## src/rtl/hyperbus_pkg.sv

```systemverilog
// Shared types for the hyperbus transaction arbiter: FSM states, beat counter
// and the captured command layout.
package hyperbus_pkg;

  localparam int unsigned HB_NR_CS       = 2;
  localparam int unsigned HB_BURST_WIDTH = 12;

  typedef enum logic [1:0] {
    IDLE  = 2'd0,
    ISSUE = 2'd1,
    DATA  = 2'd2
  } arb_state_e;

  typedef logic [HB_BURST_WIDTH-1:0] beat_cnt_t;

  localparam beat_cnt_t BEAT_ONE = {{(HB_BURST_WIDTH-1){1'b0}}, 1'b1};

  typedef struct packed {
    logic [31:0]          address;
    logic [HB_NR_CS-1:0]  cs;
    logic                 write;
    beat_cnt_t            burst;
    logic                 address_space;
  } hb_cmd_t;

  // Register writes always carry exactly one data beat, whatever burst says.
  function automatic beat_cnt_t beat_load(input logic write, input logic space,
                                          input beat_cnt_t burst);
    if (write && space) begin
      beat_load = BEAT_ONE;
    end else begin
      beat_load = burst;
    end
  endfunction

endpackage

```

## src/rtl/hyperbus_rr_arbiter.sv

```systemverilog
// Combinational round-robin pick: first asserted request at or after ptr,
// wrapping modulo NR_REQ. The pointer itself is owned by the caller.
module hyperbus_rr_arbiter #(
  parameter int unsigned NR_REQ = 2,
  localparam int unsigned IDX_W = (NR_REQ > 1) ? $clog2(NR_REQ) : 1
) (
  input  logic [NR_REQ-1:0] req,
  input  logic              en,
  input  logic [IDX_W-1:0]  ptr,
  output logic [NR_REQ-1:0] gnt,
  output logic [IDX_W-1:0]  idx
);

  logic             found_s;
  int unsigned      cand_s;
  logic [IDX_W-1:0] cand_idx_s;

  // Walk the requesters starting at the pointer and latch the first hit.
  always_comb begin
    gnt        = '0;
    idx        = '0;
    found_s    = 1'b0;
    cand_s     = 32'd0;
    cand_idx_s = '0;
    for (int unsigned i = 32'd0; i < NR_REQ; i++) begin
      cand_s     = (32'(ptr) + i) % NR_REQ;
      cand_idx_s = IDX_W'(cand_s);
      if (en && !found_s && req[cand_idx_s]) begin
        found_s         = 1'b1;
        gnt[cand_idx_s] = 1'b1;
        idx             = cand_idx_s;
      end else begin
        found_s = found_s;
      end
    end
  end

endmodule

```

## src/rtl/hyperbus_trans_arbiter.sv

```systemverilog
// Shares one hyperbus_phy transaction port and its tx/rx channels between
// NR_REQ requesters; each command is locked until all its beats complete.
module hyperbus_trans_arbiter
  import hyperbus_pkg::*;
#(
  parameter int unsigned NR_REQ      = 2,
  parameter int unsigned NR_CS       = HB_NR_CS,
  parameter int unsigned BURST_WIDTH = HB_BURST_WIDTH
) (
  input  logic                                  clk_i,
  input  logic                                  rst_ni,
  input  logic [NR_REQ-1:0]                     req_valid_i,
  output logic [NR_REQ-1:0]                     req_ready_o,
  input  logic [NR_REQ-1:0][31:0]               req_address_i,
  input  logic [NR_REQ-1:0][NR_CS-1:0]          req_cs_i,
  input  logic [NR_REQ-1:0]                     req_write_i,
  input  logic [NR_REQ-1:0][BURST_WIDTH-1:0]    req_burst_i,
  input  logic [NR_REQ-1:0]                     req_address_space_i,
  input  logic [NR_REQ-1:0]                     req_tx_valid_i,
  output logic [NR_REQ-1:0]                     req_tx_ready_o,
  input  logic [NR_REQ-1:0][15:0]               req_tx_data_i,
  input  logic [NR_REQ-1:0][1:0]                req_tx_strb_i,
  output logic [NR_REQ-1:0]                     req_rx_valid_o,
  input  logic [NR_REQ-1:0]                     req_rx_ready_i,
  output logic [15:0]                           req_rx_data_o,
  output logic                                  trans_valid_o,
  input  logic                                  trans_ready_i,
  output logic [31:0]                           trans_address_o,
  output logic [NR_CS-1:0]                      trans_cs_o,
  output logic                                  trans_write_o,
  output logic [BURST_WIDTH-1:0]                trans_burst_o,
  output logic                                  trans_address_space_o,
  output logic                                  tx_valid_o,
  input  logic                                  tx_ready_i,
  output logic [15:0]                           tx_data_o,
  output logic [1:0]                            tx_strb_o,
  input  logic                                  rx_valid_i,
  output logic                                  rx_ready_o,
  input  logic [15:0]                           rx_data_i,
  output logic [NR_REQ-1:0]                     gnt_o,
  output logic                                  busy_o
);

  localparam int unsigned IDX_W = $clog2(NR_REQ);

  arb_state_e        state_r;
  logic [IDX_W-1:0]  ptr_r;
  logic [IDX_W-1:0]  gidx_r;
  logic [NR_REQ-1:0] gnt_r;
  beat_cnt_t         cnt_r;
  hb_cmd_t           cmd_r;
  logic              busy_r;
  logic              trans_valid_r;

  logic [NR_REQ-1:0] arb_gnt_s;
  logic [IDX_W-1:0]  arb_idx_s;
  logic              idle_s;
  hb_cmd_t           cmd_in_s;
  logic              skip_s;
  beat_cnt_t         load_cnt_s;
  logic              active_s;
  logic              wr_act_s;
  logic              rd_act_s;
  logic              beat_hs_s;
  beat_cnt_t         cnt_next_s;

  assign idle_s = (state_r == IDLE);

  hyperbus_rr_arbiter #(.NR_REQ(NR_REQ)) u_rr (
    .req (req_valid_i),
    .en  (idle_s),
    .ptr (ptr_r),
    .gnt (arb_gnt_s),
    .idx (arb_idx_s)
  );

  // Select the winning requester's command for capture.
  always_comb begin
    cmd_in_s               = '0;
    cmd_in_s.address       = req_address_i[arb_idx_s];
    cmd_in_s.cs            = req_cs_i[arb_idx_s];
    cmd_in_s.write         = req_write_i[arb_idx_s];
    cmd_in_s.burst         = req_burst_i[arb_idx_s];
    cmd_in_s.address_space = req_address_space_i[arb_idx_s];
  end

  // Zero-length memory bursts are acknowledged but never reach the PHY.
  assign skip_s     = !cmd_in_s.address_space && (cmd_in_s.burst == '0);
  assign load_cnt_s = beat_load(cmd_in_s.write, cmd_in_s.address_space, cmd_in_s.burst);

  // Data paths open only while beats remain, so surplus beats are back-pressured.
  assign active_s = ((state_r == ISSUE) || (state_r == DATA)) && (cnt_r != '0);
  assign wr_act_s = active_s && cmd_r.write;
  assign rd_act_s = active_s && !cmd_r.write;

  assign req_ready_o    = idle_s ? arb_gnt_s : '0;
  assign tx_valid_o     = wr_act_s ? req_tx_valid_i[gidx_r] : 1'b0;
  assign tx_data_o      = wr_act_s ? req_tx_data_i[gidx_r] : 16'h0000;
  assign tx_strb_o      = wr_act_s ? req_tx_strb_i[gidx_r] : 2'b00;
  assign req_tx_ready_o = wr_act_s ? (gnt_r & {NR_REQ{tx_ready_i}}) : '0;
  assign req_rx_valid_o = rd_act_s ? (gnt_r & {NR_REQ{rx_valid_i}}) : '0;
  assign rx_ready_o     = rd_act_s ? req_rx_ready_i[gidx_r] : 1'b0;
  assign req_rx_data_o  = rx_data_i;

  assign beat_hs_s  = (tx_valid_o && tx_ready_i) || (rx_valid_i && rx_ready_o);
  assign cnt_next_s = cnt_r - {{(HB_BURST_WIDTH-1){1'b0}}, beat_hs_s};

  assign trans_valid_o         = trans_valid_r;
  assign trans_address_o       = cmd_r.address;
  assign trans_cs_o            = cmd_r.cs;
  assign trans_write_o         = cmd_r.write;
  assign trans_burst_o         = cmd_r.burst;
  assign trans_address_space_o = cmd_r.address_space;
  assign gnt_o                 = gnt_r;
  assign busy_o                = busy_r;

  // Arbitration FSM: capture in IDLE, issue to PHY, count beats to completion.
  always_ff @(posedge clk_i or negedge rst_ni) begin
    if (!rst_ni) begin
      state_r       <= IDLE;
      ptr_r         <= '0;
      gidx_r        <= '0;
      gnt_r         <= '0;
      cnt_r         <= '0;
      cmd_r         <= '0;
      busy_r        <= 1'b0;
      trans_valid_r <= 1'b0;
    end else begin
      case (state_r)
        IDLE: begin
          if (|arb_gnt_s) begin
            cmd_r         <= cmd_in_s;
            cnt_r         <= load_cnt_s;
            gidx_r        <= arb_idx_s;
            gnt_r         <= arb_gnt_s;
            ptr_r         <= (arb_idx_s == IDX_W'(NR_REQ - 1)) ? '0 : arb_idx_s + IDX_W'(1);
            trans_valid_r <= !skip_s;
            busy_r        <= 1'b1;
            state_r       <= ISSUE;
          end
        end
        ISSUE: begin
          cnt_r <= cnt_next_s;
          if (!trans_valid_r) begin
            state_r <= IDLE;
            gnt_r   <= '0;
            busy_r  <= 1'b0;
          end else if (trans_ready_i) begin
            trans_valid_r <= 1'b0;
            if (cnt_next_s == '0) begin
              state_r <= IDLE;
              gnt_r   <= '0;
              busy_r  <= 1'b0;
            end else begin
              state_r <= DATA;
            end
          end
        end
        DATA: begin
          cnt_r <= cnt_next_s;
          if (beat_hs_s && (cnt_r == BEAT_ONE)) begin
            state_r <= IDLE;
            gnt_r   <= '0;
            busy_r  <= 1'b0;
          end
        end
        default: begin
          state_r       <= IDLE;
          gnt_r         <= '0;
          busy_r        <= 1'b0;
          trans_valid_r <= 1'b0;
        end
      endcase
    end
  end

endmodule

```

## config.mk

```make
export PLATFORM = sky130hd
export DESIGN_NAME = hyperbus_trans_arbiter
export DESIGN_NICKNAME = d
export VERILOG_FILES = /design/src/rtl/hyperbus_pkg.sv /design/src/rtl/hyperbus_rr_arbiter.sv /design/src/rtl/hyperbus_trans_arbiter.sv
export SDC_FILE = /design/constraint.sdc
export NUM_CORES = 1
export LEC_CHECK = 0
export CAP_MARGIN = 10
export CORE_MARGIN = 3
export CORE_UTILIZATION = 34
export DETAILED_ROUTE_END_ITERATION = 8
export GPL_TIMING_DRIVEN = 0
export PLACE_DENSITY_LB_ADDON = 0.25
export SETUP_SLACK_MARGIN = 0.1
export SLEW_MARGIN = 20
export SYNTH_ARGS = -nofsm -noshare
export SYNTH_HDL_FRONTEND = slang
export SYNTH_SLANG_ARGS = --single-unit
```

## constraint.sdc

```tcl
create_clock -name clk_i -period 3.6 [get_ports clk_i]
set_input_delay 0.54 -clock clk_i [delete_from_list [all_inputs] [get_ports clk_i]]
set_output_delay 0.54 -clock clk_i [all_outputs]
set_load 0.03 [all_outputs]
```

==> reports/summary.txt <==
Cells after Synth: 501
final WL: 16.5 mm
vias in the first global route: 4,704
final worst path period need: 3.38 ns
largest net degree at the start of global routing: 38
number of port buffers: 236
Static Leak: 3.14 nW
Wirelength per Cell: 18.2 um
post-synth cell types: 46
period utilisation layout: 93.8%
worst min path class: in2async
grt ovf: 0
design area: 7130 um2
Final #Nets: 919
I/O Pins: 253
CP required: 3.06 ns
crit path capture: tx_strb_o[0]
Worst-Margin Slew: 0.723 ns
Multi-input gate area: 2180 um2
residual DRC count: 0
Reg clk slew, reported paths: 0.06 ns
PwrDens: 883 nW/um2
drt first pass iters: 5
non-filler cells, final: 903
initial antenna violation count: 0
Synth area leaders: dfrtp_1 (41%), nand2_1 (10%), mux2i_1 (7.5%), nor2_1 (6.0%), a31oi_1 (5.6%)
Reg area: 1710 um2
GR Util All Layers: 23.0%
syn nets: 665
MaxCap Viol Count: 0
CP startpoint: state_r[1]
CTS tree: built
dpl hpwl: 13.0 mm
final core occ: 61.4%
Routed Antenna Nets: 0
Hold Violations, Final: 0
Hold Worst Slack: 0.178 ns
Die Wd: 116 um
arrival time worst endpoint: 2.84 ns
1st-iter DRT viols: 381
mean post-synth cell area: 8.22 um2
Starting Density: 35.4%
leading area contributor after synthesis: dfrtp_1
EDFF count, synth: 0
total die area: 13,500 um2
Slew headroom: 51.8%
routed vias: 4,716
Die Span Y: 116 um
FF-to-FF setup slack: 0.26 ns
Worst Setup End Kind: primary output
root buffer cell: clkbuf_16
share of the synthesized area in the top cell type: 41.3%
Slew Viols, Final: 0
ANT cells: 0
unrepaired setup endpoints after global routing: false
most frequent cell after synthesis: nand2_1
Cell Area, Synth: 4120 um2
Yosys reg bits: 68
CTS Sinks: 68
Async SR Flop Fraction: 100%
FMAX: 0.296 GHz
DP Area: 6680 um2
share of cells above drive strength 1: 10.5%
FP Rows: 39
R2R Path End: busy_o
crit-path max FO: 10
synth cell count leaders: nand2_1 (114), dfrtp_1 (68), nor2_1 (66)
CP Launch Type: flip-flop
sequential area share after synthesis: 41.3%
Clock Skew: 0.00721 ns
status: complete, no violations
final number of setup-violating endpoints: 0
first-pass GRT wire length: 24.2 mm
TritonCTS Buffers: 9
Worst IR Drop VDD: 0.361 mV
gpl congestion: 0.952
Clock H-tree levels: 3
cells on worst reg2reg path: 14
Top FF cell, synth: dfrtp_1
WS Path Type: reg2out
Area Overhead vs Synth: 73.2%
yosys warns: 0
Vias/cell: 5.22
core area: 11,600 um2
Placed Cells: 881
fillers: 1,007
total negative slack: 0 ns
worst reg2reg startpoint: cnt_r[3]
clk_lat worst skew: 0.33 ns
CTS max path bufs: 2
-- state kept, by name (all words and copies together), names as in the netlist --
| signal | count |
|---|---|
| ptr_r | 1 |
| state_r | 2 |
| trans_burst_o | 12 |
| cnt_r | 12 |
| trans_address_space_o | 1 |
| gidx_r | 1 |
| gnt_o | 2 |
| busy_o | 1 |
| trans_write_o | 1 |
| trans_address_o | 32 |
| trans_cs_o | 2 |
| trans_valid_o | 1 |
-- power breakdown --
group / total [mW] / internal (mW) / switching (mW)
Combinational: 3.90 / 1.64 / 2.26
Clock: 0.911 / 0.548 / 0.363
Sequential: 1.49 / 1.18 / 0.312
-- metal layers --
metal	global-route usage, %	part of all wire, %
met4	6.26	1.6
met3	4.75	7.4
met2	40.8	50
met1	28.5	41
met5	0	0
-- cell type report --
type,count,share of cell area (%)
repair buffers,244,34.3
multi-input cells,372,30.6
flip-flops and latches,68,23.9
plain buffers,50,3.81
clock buffers,9,3.16
well taps,143,2.51
clock inverters,7,1.16
inverters,10,0.526
-- metrics by stage --
| step | total power [mW] | worst slack (ns) |
|---|---|---|
| 2_1_floorplan | 3.74 | 0.136 |
| 6_report | 6.30 | 0.223 |
| 3_3_place_gp | 5.16 | -0.431 |
| 5_1_grt | 6.67 | 0.0800 |
| 3_5_place_dp | 5.24 | -0.547 |
| 4_1_cts | 6.25 | 0.129 |
-- cells by family (layout without fill, tap and decap cells) --
group / count (synthesis) / count (layout) / synth area share, %
xor+xnor: 3 / 3 / 0.638
buf+inv: 61 / 320 / 7.42
simple gates: 229 / 229 / 24.3
compound gates: 100 / 100 / 16.2
flops: 68 / 68 / 41.3
fa+ha+maj: 5 / 5 / 1.52
mux: 35 / 35 / 8.63
-- cell usage in the layout (no fill, tap or decap), types with 3 or more instances in the layout --
| cell | n |
|---|---|
| ha_1 | 3 |
| nor4_1 | 6 |
| buf_4 | 24 |
| nor3_1 | 6 |
| o311ai_0 | 3 |
| inv_6 | 3 |
| clkbuf_1 | 25 |
| nor2b_1 | 3 |
| inv_1 | 9 |
| a21oi_1 | 15 |
| dfrtp_2 | 4 |
| and3_1 | 5 |
| a31oi_1 | 37 |
| dfrtp_1 | 64 |
| nand3_1 | 10 |
| nor4_4 | 3 |
| nor2_1 | 65 |
| mux2i_1 | 31 |
| clkdlybuf4s50_1 | 227 |
| clkbuf_16 | 9 |
| nand2_1 | 114 |
| dlymetal6s2s_1 | 7 |
| mux2_1 | 3 |
| o221a_2 | 9 |
| nand2b_1 | 3 |
| o21ai_0 | 22 |
-- worst min path at each step --
stage / end
after floorplan: busy_o
final: trans_address_o[21]
after CTS: trans_address_o[15]
after global placement: busy_o
after detailed placement: busy_o
after global routing: trans_address_o[22]
-- critical path, cell delays in order (launching register included) --
cell and delay, ns:
dfrtp_1 0.37, inv_1 0.08, ha_1 0.30, clkbuf_4 0.21, o21ai_4 0.08, buf_4 0.14, inv_1 0.06, nand2_1 0.20
clkbuf_2 0.25, nor2_1 0.13, clkdlybuf4s50_1 0.68
-- what timing repair did --
item                       4_1_cts  5_1_grt
buffers inserted                 3        4
pin swaps                        5        8
setup endpoints to repair       31       13
hold buffers                     0        0
gates resized for setup         14       19
Note: power is estimated with default switching activity, not from simulation.
